===== src/rtl/jtag_types_pkg.sv =====
// Shared JTAG types for the Test-Mode-Persistence (TMP) controller.
//   tmp_state_t  : persistence FSM states
//   TMP_STATUS_W : default width of the TMP status data register
package jtag_types_pkg;

  typedef enum logic [1:0] {
    TMP_OFF   = 2'd0,
    TMP_ON    = 2'd1,
    TMP_ARMED = 2'd2
  } tmp_state_t;

  localparam int unsigned TMP_STATUS_W = 2;

endpackage


===== src/rtl/tmp_controller_if.sv =====
// TAP-side signal bundle for tmp_controller.
//   master : TAP/decoder side, drives strobes and serial in, observes outputs
//   slave  : tmp_controller, consumes strobes, drives tmp_tdo/bsr_mode/persist_on
interface tmp_controller_if;
  logic update_ir;
  logic test_logic_reset;
  logic capture_dr;
  logic shift_dr;
  logic clamp_hold_decode;
  logic clamp_release_decode;
  logic bypass_decode;
  logic test_mode_decode;
  logic tmp_select;
  logic tdi;
  logic tmp_tdo;
  logic bsr_mode;
  logic persist_on;

  modport master (
    output update_ir, test_logic_reset, capture_dr, shift_dr,
    output clamp_hold_decode, clamp_release_decode, bypass_decode, test_mode_decode,
    output tmp_select, tdi,
    input  tmp_tdo, bsr_mode, persist_on
  );

  modport slave (
    input  update_ir, test_logic_reset, capture_dr, shift_dr,
    input  clamp_hold_decode, clamp_release_decode, bypass_decode, test_mode_decode,
    input  tmp_select, tdi,
    output tmp_tdo, bsr_mode, persist_on
  );
endinterface


===== src/rtl/tmp_status_reg.sv =====
// Capture/shift data register (no update stage).
//   clk, rst_n : clock, async active-low reset (clears q)
//   sel        : register selected; capture/shift ignored otherwise
//   capture_dr : load cap_val (wins over shift_dr)
//   shift_dr   : shift right, tdi enters at MSB, q[0] is the serial out
//   cap_val    : parallel capture value
//   q          : register contents
module tmp_status_reg #(
  parameter int unsigned Width = 2
) (
  input  logic             clk,
  input  logic             rst_n,
  input  logic             sel,
  input  logic             capture_dr,
  input  logic             shift_dr,
  input  logic             tdi,
  input  logic [Width-1:0] cap_val,
  output logic [Width-1:0] q
);

  logic [Width-1:0] q_d, q_q;

  always_comb begin
    q_d = q_q;
    if (sel) begin
      if (capture_dr) begin
        q_d = cap_val;
      end else if (shift_dr) begin
        q_d = {tdi, q_q[Width-1:1]};
      end
    end
  end

  always_ff @(posedge clk or negedge rst_n) begin
    if (!rst_n) begin
      q_q <= '0;
    end else begin
      q_q <= q_d;
    end
  end

  assign q = q_q;

endmodule


===== src/rtl/tmp_controller.sv =====
// Test-Mode-Persistence controller for the JTAG TAP.
// Keeps boundary scan in test mode across Test-Logic-Reset while persistence is on,
// drives bsr_mode and owns the TMP status data register.
//   TCK   : TAP clock
//   nTRST : async active-low reset
//   tap   : strobes in (update_ir, test_logic_reset, capture_dr, shift_dr, *_decode,
//           tmp_select, tdi), outputs tmp_tdo, bsr_mode, persist_on
module tmp_controller
  import jtag_types_pkg::*;
#(
  parameter int unsigned STATUS_W      = TMP_STATUS_W,
  parameter bit          RESET_PERSIST = 1'b0
) (
  input  logic             TCK,
  input  logic             nTRST,
  tmp_controller_if.slave  tap
);

  localparam tmp_state_t ResetState = RESET_PERSIST ? TMP_ON : TMP_OFF;

  tmp_state_t state_d, state_q;
  logic       bsr_mode_d, bsr_mode_q;

  // Next state. test_logic_reset beats update_ir; decode priority is
  // clamp_hold > clamp_release > test_mode > bypass.
  always_comb begin
    state_d    = state_q;
    bsr_mode_d = bsr_mode_q;
    if (tap.test_logic_reset) begin
      // TMP_ON persists through TLR; only an armed release drops out.
      if (state_q == TMP_ARMED) begin
        state_d = TMP_OFF;
      end
      bsr_mode_d = (state_d != TMP_OFF);
    end else if (tap.update_ir) begin
      case (state_q)
        TMP_OFF: begin
          if (tap.clamp_hold_decode) state_d = TMP_ON;
        end
        TMP_ON: begin
          if (!tap.clamp_hold_decode && tap.clamp_release_decode) state_d = TMP_ARMED;
        end
        TMP_ARMED: begin
          if (tap.clamp_hold_decode) begin
            state_d = TMP_ON;
          end else if (tap.clamp_release_decode) begin
            state_d = TMP_OFF;
          end else if (tap.test_mode_decode) begin
            state_d = TMP_ON;
          end else begin
            state_d = TMP_OFF;
          end
        end
        default: state_d = TMP_OFF;
      endcase
      bsr_mode_d = (state_d != TMP_OFF) | tap.test_mode_decode;
    end
  end

  always_ff @(posedge TCK or negedge nTRST) begin
    if (!nTRST) begin
      state_q    <= ResetState;
      bsr_mode_q <= RESET_PERSIST;
    end else begin
      state_q    <= state_d;
      bsr_mode_q <= bsr_mode_d;
    end
  end

  logic [STATUS_W-1:0] cap_val;
  logic [STATUS_W-1:0] status_q;

  always_comb begin
    cap_val    = '0;
    cap_val[0] = (state_q != TMP_OFF);
    cap_val[1] = (state_q == TMP_ARMED);
  end

  tmp_status_reg #(
    .Width (STATUS_W)
  ) u_status (
    .clk        (TCK),
    .rst_n      (nTRST),
    .sel        (tap.tmp_select),
    .capture_dr (tap.capture_dr),
    .shift_dr   (tap.shift_dr),
    .tdi        (tap.tdi),
    .cap_val    (cap_val),
    .q          (status_q)
  );

  assign tap.tmp_tdo    = status_q[0];
  assign tap.bsr_mode   = bsr_mode_q;
  assign tap.persist_on = (state_q != TMP_OFF);

endmodule


===== src/flat_wrapper.sv =====
// flat-port wrapper written by rule: the top's interface ports become plain ports
module tmp_controller_flat import jtag_types_pkg::*;
#(
  parameter int unsigned STATUS_W      = TMP_STATUS_W,
  parameter bit          RESET_PERSIST = 1'b0
)
  (TCK, nTRST, tap_update_ir, tap_test_logic_reset, tap_capture_dr, tap_shift_dr, tap_clamp_hold_decode, tap_clamp_release_decode, tap_bypass_decode, tap_test_mode_decode, tap_tmp_select, tap_tdi, tap_tmp_tdo, tap_bsr_mode, tap_persist_on);
  tmp_controller_if tap_i ();
  input  logic TCK;
  input  logic nTRST;
  input wire logic [$bits(tap_i.update_ir)-1:0] tap_update_ir;
  input wire logic [$bits(tap_i.test_logic_reset)-1:0] tap_test_logic_reset;
  input wire logic [$bits(tap_i.capture_dr)-1:0] tap_capture_dr;
  input wire logic [$bits(tap_i.shift_dr)-1:0] tap_shift_dr;
  input wire logic [$bits(tap_i.clamp_hold_decode)-1:0] tap_clamp_hold_decode;
  input wire logic [$bits(tap_i.clamp_release_decode)-1:0] tap_clamp_release_decode;
  input wire logic [$bits(tap_i.bypass_decode)-1:0] tap_bypass_decode;
  input wire logic [$bits(tap_i.test_mode_decode)-1:0] tap_test_mode_decode;
  input wire logic [$bits(tap_i.tmp_select)-1:0] tap_tmp_select;
  input wire logic [$bits(tap_i.tdi)-1:0] tap_tdi;
  output wire logic [$bits(tap_i.tmp_tdo)-1:0] tap_tmp_tdo;
  output wire logic [$bits(tap_i.bsr_mode)-1:0] tap_bsr_mode;
  output wire logic [$bits(tap_i.persist_on)-1:0] tap_persist_on;
  assign tap_i.update_ir = tap_update_ir;
  assign tap_i.test_logic_reset = tap_test_logic_reset;
  assign tap_i.capture_dr = tap_capture_dr;
  assign tap_i.shift_dr = tap_shift_dr;
  assign tap_i.clamp_hold_decode = tap_clamp_hold_decode;
  assign tap_i.clamp_release_decode = tap_clamp_release_decode;
  assign tap_i.bypass_decode = tap_bypass_decode;
  assign tap_i.test_mode_decode = tap_test_mode_decode;
  assign tap_i.tmp_select = tap_tmp_select;
  assign tap_i.tdi = tap_tdi;
  assign tap_tmp_tdo = tap_i.tmp_tdo;
  assign tap_bsr_mode = tap_i.bsr_mode;
  assign tap_persist_on = tap_i.persist_on;
  tmp_controller #(.STATUS_W(STATUS_W), .RESET_PERSIST(RESET_PERSIST)) u_core (.TCK(TCK), .nTRST(nTRST), .tap(tap_i));
endmodule

===== config.mk =====
export PLATFORM = sky130hd
export DESIGN_NAME = tmp_controller_flat
export DESIGN_NICKNAME = d
export VERILOG_FILES = /design/src/rtl/jtag_types_pkg.sv /design/src/rtl/tmp_controller_if.sv /design/src/rtl/tmp_status_reg.sv /design/src/rtl/tmp_controller.sv /design/src/flat_wrapper.sv
export SDC_FILE = /design/constraint.sdc
export NUM_CORES = 1
export LEC_CHECK = 0
export CAP_MARGIN = 15
export CORE_AREA = 2 2 39 41
export CTS_CLUSTER_DIAMETER = 120
export CTS_CLUSTER_SIZE = 25
export DETAILED_ROUTE_END_ITERATION = 7
export DIE_AREA = 0 0 41 43
export GPL_TIMING_DRIVEN = 1
export PLACE_DENSITY = 0.55
export SETUP_SLACK_MARGIN = 0.02
export SYNTH_ARGS = -nofsm -noshare
export SYNTH_HDL_FRONTEND = slang
export SYNTH_HIERARCHICAL = 1
export SYNTH_SLANG_ARGS = --single-unit

===== constraint.sdc =====
create_clock -name TCK -period 2.18 [get_ports TCK]
set_input_delay 0.218 -clock TCK [delete_from_list [all_inputs] [get_ports TCK]]
set_output_delay 0.218 -clock TCK [all_outputs]
set_load 0.01 [all_outputs]

==> Word level (Yosys, flattened, before mapping) <==
Cells that the tools add are included.
{ "word_totals": {"ff_bits": 5, "output_inout_bits": 3} }
{ "op_classes": {"n_eq_ne": 2, "reduce_logical": 9, "mux": 16, "n_bitwise": 1} }
{ "op_table": {"columns": ["operator", "count"], "rows": [
  ["2-bit two-way mux", 12],
  ["2-bit nonzero test", 5],
  ["2-bit one-hot mux with 3 select lines", 1],
  ["1-bit two-way mux", 3],
  ["2-bit by 1-bit == test with 1-bit output (second input constant)", 1],
  ["2-bit == test (second input constant)", 1],
  ["2-bit logical NOT", 1],
  ["2-bit AND reduction", 1],
  ["1-bit logical AND", 1],
  ["1-bit logical NOT", 1],
  ["1-bit OR", 1]
]} }

==> Longest topological paths before layout <==
Gate-level depths: netlist of run 1.
{ "logic_depth": {"ltp_word": 10, "ltp_mapped": 3, "mapped_depth_nobuf": 3} }

==> By module <==
Netlist of run 1, hierarchy kept.
{ "by_module_without_submodules": {"columns": ["mod", "area_each_um2", "seq_area_each_um2", "instances", "cells_each"], "rows": [
  ["tmp_controller", 186.4, 75.1, 1, 20],
  ["tmp_status_reg", 118.9, 50.0, 1, 11]
]} }

==> Worst setup path after synthesis of run 1 <==
No wires, ideal clock.
{ "synth_path": {"path_type": "register -> register", "startpoint": "reg u_core.state_q[1]", "endpoint": "reg u_core.bsr_mode_q, in the netlist u_core/tap.bsr_mode", "arrival_ps": 915, "setup_ps": 139, "path_stages_with_launch": 4, "slack_ps": 1125, "cell_sequence": "dfrtp_1 -> a211o_1 -> o2111ai_1 -> o211ai_1"} }
{ "synth_via": {"elab_chain_cells": 8, "word_cells_on_any_way": 15, "cone_classes": "eq/ne: 2; mux: 9; bitwise: 1; reduce/logical: 3"} }
{ "synth_rtl": {"columns": ["item", "line_no", "text"], "rows": [
  ["start, declared", "tmp_controller.sv:21", "tmp_state_t state_d, state_q;"],
  ["start signal, assigned", "tmp_controller.sv:62", "state_q <= ResetState;"],
  ["start signal, assigned", "tmp_controller.sv:65", "state_q <= state_d;"],
  ["2-bit == test (tied with other cells)", "tmp_controller.sv:31, tmp_controller.sv:36", null],
  ["2-bit one-hot mux with 3 select lines", "tmp_controller.sv:36", "case (state_q)"],
  ["2-bit two-way mux", "tmp_controller.sv:35", "end else if (tap.update_ir) begin"],
  ["2-bit two-way mux", "tmp_controller.sv:29", "if (tap.test_logic_reset) begin"],
  ["2-bit nonzero test", "tmp_controller.sv:56", "bsr_mode_d = (state_d != TMP_OFF) | tap.test_mode_decode;"],
  ["1-bit OR", "tmp_controller.sv:56", null],
  ["1-bit two-way mux", "tmp_controller.sv:35", null],
  ["1-bit two-way mux *", "tmp_controller.sv:29", null],
  ["end signal, assigned", "tmp_controller.sv:66", "bsr_mode_q <= bsr_mode_d;"],
  ["end, declared", "tmp_controller.sv:22", "logic bsr_mode_d, bsr_mode_q;"]
]} }
Mark *: on every way between the ends. The rest lies on a longest branch, timed or not. The select of a mux whose other input is x is not followed.
A chain may end at the register's enable or synchronous reset.

==> Worst setup path after layout of run 1 <==
{ "layout_path": {"startpoint": "reg u_core.state_q[0]", "endpoint": "out tap_persist_on"} }
{ "layout_via": {"elab_chain_cells": 1} }
{ "layout_rtl": {"columns": ["item", "line_no", "text"], "rows": [
  ["2-bit nonzero test", "tmp_controller.sv:94", "assign tap.persist_on = (state_q != TMP_OFF);"],
  ["end, declared", "flat_wrapper.sv:23", "output wire logic [$bits(tap_i.persist_on)-1:0] tap_persist_on;"]
]} }
No other way between the ends.

==> flow_summary.ini, run 1 <==
[outcome]
outcome = completed

[final_layout]
final_cell_count_no_fill = 64
antenna_cells = 0
drive_gt1_share_pct = 12.5
fillers = 150
layout_common_cells = clkdlybuf4s50_1, dfrtp_1, nand2_1
area_growth_pct = 57.8
layout_commonest_cell = clkdlybuf4s50_1
fin_nets = 61

[clocking]
cts_tree = done
root_buffer = clkbuf_4
cts-hold-fix-buffers = 0
htreeDepth = 1
cts_sinks = 5
cts_buffer_depth = 2
cts_setup_buffers = 0
insertion_delay_ps = 240
cts_buffers = 3
cts.reportedPaths.clkPinSlew_ps = 50
cts_resized = 0

[logic_synthesis]
ys_seq_area_share_pct = 41.0
synthSimpleGateAreaFrac_pct = 33.6
synth-compound-area-share_pct = 24.2
synthFlopType = dfrtp_1
synth_mux_area_share_pct = 0
syn_inst = 31
syn_avg_cell_area_sq_um = 9.85
synth_cell_types = 21
synth_top_family_by_area = simple AND/OR/NAND/NOR gates
synthAdderAreaFrac_pct = 0
ys_ff_latch = 5
ys_async_sr_fraction_pct = 100
synth-edff-count = 0
syn-num-nets = 43
synth_xor_area_share_pct = 0
synth-warning-count = 6
synth_area_sq_um = 305

[power_and_ir_drop]
p_int_mw = 0.230
power.leakage_nw = 0.195
p_sw_share_pct = 26.5
power_density_nw_per_um2 = 650
combinationalPowerShare_pct = 27.1
seq_power_share_pct = 38.8
power_switching_mw = 0.0831
ir_drop_mv = 0.304
p_clk_share_pct = 34.1

[die]
die_w_um = 41
core_sq_um = 1380
fp.dieArea_sq_um = 1760
boundaryPins = 15
initial_core_util_pct = 22.1
row_count = 14
die_h_um = 43

[run]
drv_cap = 0

[timing]
finalSetupTns_ps = 0
maxSlewViolCount = 0
tightest_slew_ps = 253
period_minus_slack_ps = 1730
max_freq_ghz = 0.579
skew_ps = 5.11
finalSetupViolCount = 0
relSlewSlack_pct = 83.1
fin_crit_sh_pct = 79.2
hold_viol_final = 0
rsz0062_at_grt = no

[global_routing]
first_global_vias = 242
grt_max_degree = 9
grtUsageTotal_pct = 8.05
grt_pass1_wl_um = 952
gr-total-overflow = 0
antenna_found_initial = 0

[worst_setup_path]
startpoint_type = flip-flop
crit_family = buffers and inverters
critPathRequiredTime_ps = 1960
cp-end-kind = primary output
path_cells = or2_2 > clkdlybuf4s50_1
cpPeakStageDelay_ps = 480
path_class = reg2out
worstPathArrival_ps = 1510
slowest_stage = clkdlybuf4s50_1
crit_fanout = 8
crit_buf_inv = 1

[place]
port_buffers = 13
place_inst = 60
dpl.hpwl_um = 508
globalplace.congestion = 0.630

[drt]
via_count = 305
drtAntennaViolNets = 0
finalWirelength_um = 695
wire_per_inst_um = 10.9
viasPerCell = 4.77
drtIter0Drc = 8
drc = 0
drtPass1Iterations = 4

[worst_hold_path]
min_path_type = in2async
[power groups by stage]
stage	logic (mW)	registers, mW	clock network (mW)
CTS	0.0852	0.121	0.111
global placement	0.0850	0.123	0
finish	0.0848	0.122	0.107
floorplan	0.0323	0.122	0
global route	0.0927	0.123	0.120
detailed placement	0.0852	0.122	0
[state kept, by name (all words and copies together), names as in the netlist]
name and count:
u_core/state_q 2, u_core/tap.bsr_mode 1, u_core/u_status/q 2
[per-stage QoR]
step | area, sq um | utilization (%) | power, mW | hold slack [ps] | worst slack (ps)
final | 482 | 34.8 | 0.313 | 191 | 453
after global placement | 455 | 32.9 | 0.208 | 451 | 710
after global routing | 482 | 34.8 | 0.336 | 199 | 395
after CTS | 482 | 34.8 | 0.318 | 190 | 453
after floorplan | 305 | - | 0.154 | -77.6 | 1130
after detailed placement | 455 | 32.9 | 0.208 | 453 | 708
[synth_stat cells, drive strengths merged, types with 2 or more instances]
cell    instances  area, sq um
a22o            2         17.5
dfrtp           5          125
nand2           4         15.0
nand2b          2         12.5
nor2b           2         12.5
[cell families after synthesis]
kind of cell | count (synthesis)
buffers and inverters | 1
flip-flops | 5
AO/OA/AOI/OAI | 9
AND/OR/NAND/NOR | 16
[path summary, 6_finish.rpt]
check,cells after the start,to,start,slack [ps]
max in group asynchronous,1,u_core/tap.bsr_mode,nTRST,1800
max reg2reg,3,u_core/tap.bsr_mode,u_core/state_q[1],1030
max,2,tap_persist_on,u_core/state_q[0],450
min,1,u_core/u_status/q[1],nTRST,190
min reg2reg,2,u_core/u_status/q[0],u_core/u_status/q[0],530
min in group TCK,2,u_core/u_status/q[0],u_core/u_status/q[0],530
[worst reg2reg max path: cells and delay by family (launching register included)]
kind,cells,cell delay (ps)
DFF,1,430
AOI/OAI and AO/OA,3,580
[per-layer routing]
layer  routed length (um)  vias to the layer above  GRT usage (%)
met1                  325                      134           11.0
met5                    0                        -              0
met4                    0                        0              0
li1                     -                      155              -
met2                  294                       16           10.6
met3                   74                        0           6.28
[cell type report]
type	instances	area, sq um	share of cell area [%]
clock buffer	4	26.3	5.45
inverter	1	3.75	0.779
multi-input combinational	25	176	36.6
sequential	5	125	26.0
tap	16	20.0	4.16
timing repair buffer	13	130	27.0
Note: power is estimated with default switching activity, not from simulation.
==> run 2, diff against run 1 <==
--- a/config.mk
+++ b/config.mk
@@ -12,7 +12,7 @@
 export DETAILED_ROUTE_END_ITERATION = 7
 export DIE_AREA = 0 0 41 43
 export GPL_TIMING_DRIVEN = 1
-export PLACE_DENSITY = 0.55
+export PLACE_DENSITY = 0.57
 export SETUP_SLACK_MARGIN = 0.02
 export SYNTH_ARGS = -nofsm -noshare
 export SYNTH_HDL_FRONTEND = slang
==> constraint.sdc (replaced) <==
create_clock -name TCK -period 1.4 [get_ports TCK]
set_input_delay 0.14 -clock TCK [delete_from_list [all_inputs] [get_ports TCK]]
set_output_delay 0.14 -clock TCK [all_outputs]
set_load 0.01 [all_outputs]
==> run 2 against run 1 <==
  * Routed wire length up 0.14%
  * Register-to-register slack worse by 830 ps
  * Non-clock buffer count up 2
  * Combinational power up 76%
  * Final cell count up 3.1%
  * Worst hold slack worse by 71 ps
  * Critical path depth unchanged
  * Sequential share of layout area down 0.79 points
  * Critical path type unchanged
  * Largest cell class unchanged
  * Largest power group unchanged
  * Highest routed layer is now met4
==> flow_summary.ini, run 2 (synthesis gave the netlist of run 1 again) <==
[outcome]
outcome = completed

[timing]
relSlewSlack_pct = 82.5
rsz0062_at_grt = no
fin_crit_sh_pct = 91.6
period_minus_slack_ps = 1280
hold_viol_final = 0
whs_ps = 120
maxSlewViolCount = 0
finalSetupTns_ps = 0
worst_slack_ps = 118
finalSetupViolCount = 0
max_freq_ghz = 0.780
tightest_slew_ps = 263
skew_ps = 1.42

[final_layout]
fillers = 159
seqCellArea_sq_um = 125
fin_util_pct = 35.9
layout_commonest_cell = clkdlybuf4s50_1
layout_common_cells = clkdlybuf4s50_1, dfrtp_1, nand2_1
fin_nets = 63
antenna_cells = 0
multi_input_area_sq_um = 176
fin_area_sq_um = 497
area_growth_pct = 62.7
drive_gt1_share_pct = 16.0

[global_routing]
antenna_found_initial = 0
first_global_vias = 283
grt_max_degree = 8
gr-total-overflow = 0
grtUsageTotal_pct = 10.4
grt_pass1_wl_um = 1160

[clocking]
htreeDepth = 1
cts_setup_buffers = 0
cts_resized = 1
cts_buffers = 3
cts.reportedPaths.clkPinSlew_ps = 40
cts_sinks = 5
root_buffer = clkbuf_4
cts_tree = done
cts-hold-fix-buffers = 0
insertion_delay_ps = 240
cts_buffer_depth = 2

[die]
fp.dieArea_sq_um = 1760
row_count = 14
boundaryPins = 15
die_w_um = 41
initial_core_util_pct = 22.1
die_h_um = 43
core_sq_um = 1380

[worst_hold_path]
min_path_type = in2async

[power_and_ir_drop]
ir_drop_mv = 0.330
power_density_nw_per_um2 = 989
power.leakage_nw = 0.206

[worst_setup_path]
cp-end-kind = primary output
reg2reg_depth = 4
critPathRequiredTime_ps = 1260
path_class = reg2out
r2r-end = u_core/tap.bsr_mode
crit_fanout = 2
ff2ff_setup_slack_ps = 200
startpoint_type = flip-flop
reg2reg_from = u_core/state_q[1]
worstPathArrival_ps = 1140

[drt]
via_count = 319
drtIter0Drc = 4
finalWirelength_um = 696
drtAntennaViolNets = 0
viasPerCell = 4.83
wire_per_inst_um = 10.5
drc = 0
drtPass1Iterations = 4

[run]
drv_cap = 0

[place]
dpl.hpwl_um = 543
post-place-ws_ps = 87.5
postPlaceCellArea_sq_um = 470
port_buffers = 13
globalplace.congestion = 0.585
run 2: changes by cell type in the layout (fill, tap and decap cells not counted), sizes merged:
cell	change
clkdlybuf4s15	+1
clkdlybuf4s50	-1
buf	+2
run 2: through the flow:
step | power, mW | cells
after CTS | 0.498 | 66
after global routing | 0.530 | 66
after detailed placement | 0.332 | 62
final | 0.491 | 66
after floorplan | 0.240 | 31
after global placement | 0.331 | 62
run 2: where the power goes:
group          total, mW  switching (mW)  leakage, nW  internal, mW
Sequential         0.177          0.0110       0.0622         0.166
Combinational      0.149          0.0596        0.129        0.0892
Clock              0.165          0.0577       0.0150         0.108
run 2: cell type report:
type	count	share of cell area, %
flip-flops and latches	5	25.2
multi-input cells	25	35.5
clock buffers	4	5.29
well taps	16	4.03
inverters	1	0.756
repair buffers	15	29.2
run 2: metal layers:
layer  global-route usage (%)  wire, um
met2                     14.1       323
met3                     6.28        59
met4                     6.00         6
met1                     12.1       306
met5                        0         0
run 2: worst max-delay path by stage:
stage / start / to / depth (start not counted)
final: u_core/state_q[0] / tap_persist_on / 2
after global routing: u_core/state_q[0] / tap_persist_on / 2
after CTS: u_core/state_q[0] / tap_persist_on / 2
after detailed placement: tap_clamp_hold_decode / u_core/tap.bsr_mode / 4
after global placement: u_core/state_q[0] / tap_persist_on / 2
after floorplan: u_core/state_q[1] / u_core/tap.bsr_mode / 3
run 2: critical path: stages (launching register included):
cell	delay (ps)
dfrtp_1	360
or2_2	310
clkdlybuf4s15_1	230
==> run 3, diff against run 2 <==
--- a/config.mk
+++ b/config.mk
@@ -6,13 +6,15 @@
 export NUM_CORES = 1
 export LEC_CHECK = 0
 export CAP_MARGIN = 15
-export CORE_AREA = 2 2 39 41
+export CELL_PAD_IN_SITES_DETAIL_PLACEMENT = 0
+export CELL_PAD_IN_SITES_GLOBAL_PLACEMENT = 1
+export CORE_MARGIN = 1
+export CORE_UTILIZATION = 23
 export CTS_CLUSTER_DIAMETER = 120
 export CTS_CLUSTER_SIZE = 25
 export DETAILED_ROUTE_END_ITERATION = 7
-export DIE_AREA = 0 0 41 43
 export GPL_TIMING_DRIVEN = 1
-export PLACE_DENSITY = 0.57
+export PLACE_DENSITY = 0.73
 export SETUP_SLACK_MARGIN = 0.02
 export SYNTH_ARGS = -nofsm -noshare
 export SYNTH_HDL_FRONTEND = slang
==> run 3 against run 2 <==
  * Highest routed layer is now met3
  * Sequential power about the same
  * Non-clock buffer count unchanged
  * Count of clock-buffer cells in the layout unchanged
  * First-iteration DRC count unchanged
  * Maximum frequency up 0.23%
  * Worst hold slack better by 4.1 ps
  * Core utilization up 6.3 points
  * Routed wire length up 3.0%
  * Cell area down 0.50%
==> flow_summary.ini, run 3 (synthesis gave the netlist of run 1 again) <==
[outcome]
outcome = completed

[worst_setup_path]
critPathRequiredTime_ps = 1260
reg2reg_depth = 4
path_class = reg2out
cp-end-kind = primary output
worstPathArrival_ps = 1140
startpoint_type = flip-flop
crit_fanout = 2

[timing]
period_minus_slack_ps = 1280
relSlewSlack_pct = 85.1
finalSetupTns_ps = 0
tightest_slew_ps = 223
fin_crit_sh_pct = 91.3
hold_viol_final = 0
finalSetupViolCount = 0
rsz0062_at_grt = no
skew_ps = 0.462
max_freq_ghz = 0.782
maxSlewViolCount = 0

[final_layout]
antenna_cells = 0
fin_area_sq_um = 494
layout_commonest_cell = clkdlybuf4s50_1
fin_nets = 63
area_growth_pct = 61.9
drive_gt1_share_pct = 16.0
layout_common_cells = clkdlybuf4s50_1, dfrtp_1, nand2_1

[drt]
finalWirelength_um = 717
drtPass1Iterations = 4
viasPerCell = 5.05
drtIter0Drc = 4
drtAntennaViolNets = 0
drc = 0
wire_per_inst_um = 11.2
via_count = 323

[die]
die_h_um = 38.4
core_sq_um = 1170
row_count = 12
boundaryPins = 15
die_w_um = 38.4
initial_core_util_pct = 26.1
fp.dieArea_sq_um = 1480

[power_and_ir_drop]
power.leakage_nw = 0.206
ir_drop_mv = 0.379
p_clk_share_pct = 32.7
p_int_mw = 0.363
seq_power_share_pct = 36.5
power_switching_mw = 0.124
p_sw_share_pct = 25.5
power_density_nw_per_um2 = 985
combinationalPowerShare_pct = 30.9

[global_routing]
grtUsageTotal_pct = 13.0
antenna_found_initial = 0
grt_max_degree = 8
gr-total-overflow = 0
first_global_vias = 333
grt_pass1_wl_um = 1190

[place]
postPlaceCellArea_sq_um = 468
port_buffers = 13
globalplace.congestion = 0.677
dpl.hpwl_um = 571

[clocking]
cts_tree = done
cts_sinks = 5
root_buffer = clkbuf_4
htreeDepth = 1
cts.reportedPaths.clkPinSlew_ps = 40
cts_buffers = 3
insertion_delay_ps = 230
cts_buffer_depth = 2
cts-hold-fix-buffers = 0

[worst_hold_path]
min_path_type = in2async

[run]
drv_cap = 0
## run 3: cell counts in the layout (fill, tap and decap cells not counted)
No cell type changed its count.
## run 3: power by group through the flow
| stage | Clock, mW | Combinational (mW) | Sequential, mW |
|---|---|---|---|
| floorplan | 0 | 0.0502 | 0.190 |
| global placement | 0 | 0.149 | 0.179 |
| detailed placement | 0 | 0.154 | 0.180 |
| CTS | 0.170 | 0.150 | 0.178 |
| global route | 0.175 | 0.164 | 0.181 |
| finish | 0.159 | 0.150 | 0.178 |
## run 3: worst paths after layout
path	startpoint	end	slack (ps)
max reg2reg	u_core/state_q[1]	u_core/tap.bsr_mode	220
max in group asynchronous	nTRST	u_core/tap.bsr_mode	1090
min in group TCK	u_core/tap.bsr_mode	u_core/tap.bsr_mode	540
min reg2reg	u_core/tap.bsr_mode	u_core/tap.bsr_mode	540
min	nTRST	u_core/u_status/q[1]	120
max	u_core/state_q[0]	tap_persist_on	120
## run 3: stage by stage
stage	power [mW]	utilization, %	cells	setup slack [ps]	hold slack, ps
after detailed placement	0.334	40.0	60	116	378
after global routing	0.520	42.2	64	53.4	145
after global placement	0.328	40.0	60	124	374
after CTS	0.499	42.1	64	52.8	122
after floorplan	0.240	-	31	345	-156
final	0.487	42.2	64	121	124
## run 3: layer usage
layer	GRT usage, %	vias to the layer above	routed length (um)
met5	0	-	0
met4	15.5	0	0
met3	3.49	0	54
met2	22.5	14	375
met1	10.8	152	287
li1	-	157	-
## run 3: layout make-up
cell class | instances | area (sq um)
Multi-Input combinational cell | 25 | 176
Sequential cell | 5 | 125
Clock buffer | 4 | 26.3
Fill cell | 122 | 677
Tap cell | 14 | 17.5
Inverter | 1 | 3.75
Timing Repair Buffer | 15 | 145
## run 3: what timing repair did
| item | 4_1_cts | 5_1_grt |
|---|---|---|
| endpoints found under the hold margin | 0 | 0 |
| setup buffers | 0 | 0 |
| setup endpoints to repair | 1 | 1 |
| gates resized for setup | 1 | 1 |
## run 3: critical path, cell delays in order, from the launching register on
cell and delay, ps:
dfrtp_1 360, or2_2 310, clkdlybuf4s15_1 240
==> patch 1: new RTL, config.mk and constraints of run 1 <==
Make the reset (`nTRST` and `rst_n`) synchronous in 2 clocked blocks. Comments in the files are not updated.
--- a/src/rtl/tmp_status_reg.sv
+++ b/src/rtl/tmp_status_reg.sv
@@ -33,3 +33,3 @@
 
-  always_ff @(posedge clk or negedge rst_n) begin
+  always_ff @(posedge clk) begin
     if (!rst_n) begin
--- a/src/rtl/tmp_controller.sv
+++ b/src/rtl/tmp_controller.sv
@@ -59,3 +59,3 @@
 
-  always_ff @(posedge TCK or negedge nTRST) begin
+  always_ff @(posedge TCK) begin
     if (!nTRST) begin
Behaviour: differs if nTRST is asserted again (counterexample within 4 cycles, from zero or initial values and one cycle with nTRST low); with nTRST held inactive, the same outputs for 10 cycles.
==> patch 1 against run 1 <==
  * Power shrank 18%
  * Sequential cell count stayed put
  * Wire length is 15% lower
  * Register-to-register slack improved by 0.06 ns
  * Worst setup slack improved by 0.15 ns
  * Clock skew shrank 0.0037 ns
  * Synthesized area down 9.4%
  * Final area is 6.0% lower
  * Critical path depth is 1 higher
==> patch 1: results <==
[outcome]
status = "completed"

[setup_path]
r2r_cells = 4
reg2reg_to = "u_core/u_status/q[1]"
reg2reg_from = "u_core/state_q[0]"
rrSetupSlack_ns = 1.09

[logic_synthesis]
async_flop_share = 0
ys_top_cells_by_area = "dfxtp_1 36%, mux2i_1 7.2%, o211a_1 7.2%"
synth_flop_cell = "dfxtp_1"
ys_seq_area_frac = 0.362
synth_common_cells = "5 x dfxtp_1, 3 x nand2_1"
synth_cells = 30
synth_cell_types = 20
syn-num-nets = 42

[routing]
viasPerCell = 4.24
drt-met1-wl_microns = 293
routed_wl_microns = 594
drt_iter0_drc = 4
met3RoutedLength_microns = 55

[layout]
drive_gt1_frac = 0.106
nets = 60

[sta]
clock_skew_ns = 0.00146

[hold_path]
hold_path_class = "flip-flop to flip-flop"

[power_and_ir_drop]
swShare = 0.221
power.leakage_nw = 0.192
peakVddDrop_v = 0.000204

[global_routing]
first_global_vias = 228
grt_use_total = 0.0755
grt_first_pass_wirelength_microns = 841

[place]
place_hpwl_microns = 455
dp_cells = 59
-- patch 1: changes by cell type after synthesis, moves of 2 or more --
cell and change:
dfxtp_1 +5, a22o_1 -2, o211a_1 +2, dfrtp_1 -5, mux2i_1 +2
-- patch 1: power by group through the flow --
stage	registers, mW	clock network, mW	logic, mW
5_1_grt	0.102	0.114	0.0564
3_3_place_gp	0.103	0	0.0522
4_1_cts	0.101	0.110	0.0524
6_report	0.102	0.103	0.0518
2_1_floorplan	0.104	0	0.0181
3_5_place_dp	0.103	0	0.0521
-- patch 1: worst min-delay path by stage --
stage / to / slack, ns
after floorplan: u_core/tap.bsr_mode / 0.33
after global placement: u_core/u_status/q[1] / 0.49
after detailed placement: u_core/u_status/q[1] / 0.49
after CTS: u_core/u_status/q[1] / 0.50
after global routing: u_core/u_status/q[1] / 0.52
final: u_core/u_status/q[1] / 0.50
-- patch 1: kinds of logic (layout without fill, tap and decap cells) --
family	after synthesis	count (layout)	synth area share
compound gates	10	10	0.290
flops	5	5	0.362
simple gates	11	11	0.249
mux	2	2	0.0724
buf+inv	2	19	0.0272
-- patch 1: area by class of cell --
type,instances,area [sq um]
well taps,16,20.0
clock buffers,4,26.3
fillers,153,931
inverters,2,7.51
multi-input cells,23,169
flip-flops and latches,5,100
repair buffers,13,130
-- patch 1: stage by stage --
step / hold WS, ns / worst slack (ns) / total power, mW / utilization
CTS: 0.504 / 0.591 / 0.264 / 0.327
global placement: 0.492 / 0.845 / 0.155 / 0.308
global route: 0.517 / 0.511 / 0.272 / 0.327
finish: 0.501 / 0.602 / 0.256 / 0.327
floorplan: 0.325 / 1.17 / 0.122 / -
detailed placement: 0.494 / 0.842 / 0.155 / 0.308
-- patch 1: worst register-to-register path, stage by stage (launching register included) --
cell	delay (ns)
dfxtp_1	0.43
and2b_2	0.24
mux2i_1	0.12
nand2_1	0.06
o211a_1	0.12
-- patch 1: routing by layer --
metal	up-vias	GRT usage
met2	7	0.0813
met3	2	0.0157
met1	109	0.100
met5	-	0
met4	0	0.100
li1	149	-
==> patch 2: new RTL, config.mk and constraints of run 1 <==
Made on the original files. The package constant `TMP_STATUS_W` goes from 2 to 3.
--- a/src/rtl/jtag_types_pkg.sv
+++ b/src/rtl/jtag_types_pkg.sv
@@ -11,3 +11,3 @@
 
-  localparam int unsigned TMP_STATUS_W = 2;
+  localparam int unsigned TMP_STATUS_W = 3;
 
Function: changed (Yosys sat finds a counterexample within 4 cycles, from zero or initial values and one cycle with nTRST low).
==> patch 2 against run 1 <==
  * Combinational power is 4.0% higher
  * Final area is 8.6% higher
  * Clock skew is 0.0033 ns lower
  * Critical path depth stayed put
  * Utilization is 3.0 points higher
  * Wire length is 11% higher
  * Worst setup slack better by 0.015 ns
  * Power is 5.2% higher
  * Synthesized area is 15% higher
  * Clock power is 7% lower
  * Worst hold slack better by 0.030 ns
  * Sequential cell count is 1 higher
  * Critical endpoint unchanged
  * Largest power group unchanged
==> patch 2: results <==
[clocking]
ctsLongestPathBuffers = 2
post_cts_buffers = 0
clk_pin_slew_ns = 0.04
cts_buffers = 3
clock_latency_ns = 0.24
cts-htree-levels = 1
post_cts_resize_count = 0

[routing]
drt_iter0_drc = 5
wire_per_inst_microns = 11.0
viasPerCell = 4.73
firstDrtPassIters = 4

[layout]
largest_reg_flops = 3
nets = 68
diodes = 0
drive_gt1_frac = 0.130

[logic_synthesis]
syn-num-nets = 50
ys_seq_area_frac = 0.429
async_flop_share = 1.00
ys_top_cells_by_area = "dfrtp_1 43%, nand2_1 5.4%, a22o_1 5.0%"
synth_common_cells = "6 x dfrtp_1, 5 x nand2_1, 4 x nor2_1, 3 x a21oi_1"
synth_flop_cell = "dfrtp_1"
ys_warn_count = 6

[hold_path]
hold_path_class = "input port to async pin"

[power_and_ir_drop]
intPower_uw = 244
peakVddDrop_v = 0.000283
power.leakage_nw = 0.217

[sta]
clock_skew_ns = 0.00184
fin_setup_tns_ns = 0
finalMaxSlewViolations = 0

[setup_path]
arrival_ns = 1.49
cp_max_fo = 8
reg2reg_to = "u_core/tap.bsr_mode"
cp_top_family = "buffers and inverters"
reg2reg_from = "u_core/state_q[1]"
cpMaxStageDelayCell = "clkdlybuf4s50_1"
critPathMaxStageDelay_ns = 0.48
rrSetupSlack_ns = 1.02

[place]
io_buffers = 13
gp_congestion = 0.637
place_hpwl_microns = 612

[global_routing]
grt_first_pass_wirelength_mm = 1.24
grt_use_total = 0.107
antenna_found_initial = 0
first_global_vias = 328
grt_max_degree = 9

[outcome]
status = "completed"
[patch 2: stage by stage]
step	cells	area (sq um)	hold slack, ns	setup WS [ns]
2_1_floorplan	38	350	-0.0776	1.13
3_3_place_gp	67	500	0.483	0.709
3_5_place_dp	67	500	0.480	0.708
4_1_cts	70	523	0.220	0.445
5_1_grt	70	523	0.244	0.398
6_report	70	523	0.220	0.467
[patch 2: cell type report]
class	count	area, sq um
flip-flops and latches	6	150
clock buffers	3	22.5
inverters	1	3.75
multi-input cells	31	196
fillers	155	861
repair buffers	13	130
well taps	16	20.0
[patch 2: metal layers]
metal | GRT usage | routed length [microns]
met5 | 0 | 0
met4 | 0.0600 | 0
met3 | 0.0314 | 73
met2 | 0.163 | 370
met1 | 0.128 | 325
[patch 2: cell families after synthesis]
kind of cell | after synthesis | share of synthesized area
AOI/OAI and AO/OA | 11 | 0.229
and+or+nand+nor | 19 | 0.321
DFF | 6 | 0.429
buffers and inverters | 1 | 0.0107
other | 1 | 0.0107
[patch 2: how the worst max path moves through the flow]
stage	to	slack (ns)	cells past startpoint	from
floorplan	u_core/tap.bsr_mode	1.13	3	u_core/state_q[1]
global placement	tap_persist_on	0.71	2	u_core/state_q[0]
detailed placement	tap_persist_on	0.71	2	u_core/state_q[0]
CTS	tap_persist_on	0.45	2	u_core/state_q[0]
global route	tap_persist_on	0.40	2	u_core/state_q[0]
finish	tap_persist_on	0.47	2	u_core/state_q[0]
[patch 2: power by group through the flow]
stage / Sequential [mW] / Clock, mW / Combinational, mW
after global routing: 0.146 / 0.110 / 0.0980
after floorplan: 0.144 / 0 / 0.0357
after detailed placement: 0.144 / 0 / 0.0889
after CTS: 0.142 / 0.106 / 0.0892
final: 0.142 / 0.0990 / 0.0882
after global placement: 0.144 / 0 / 0.0887
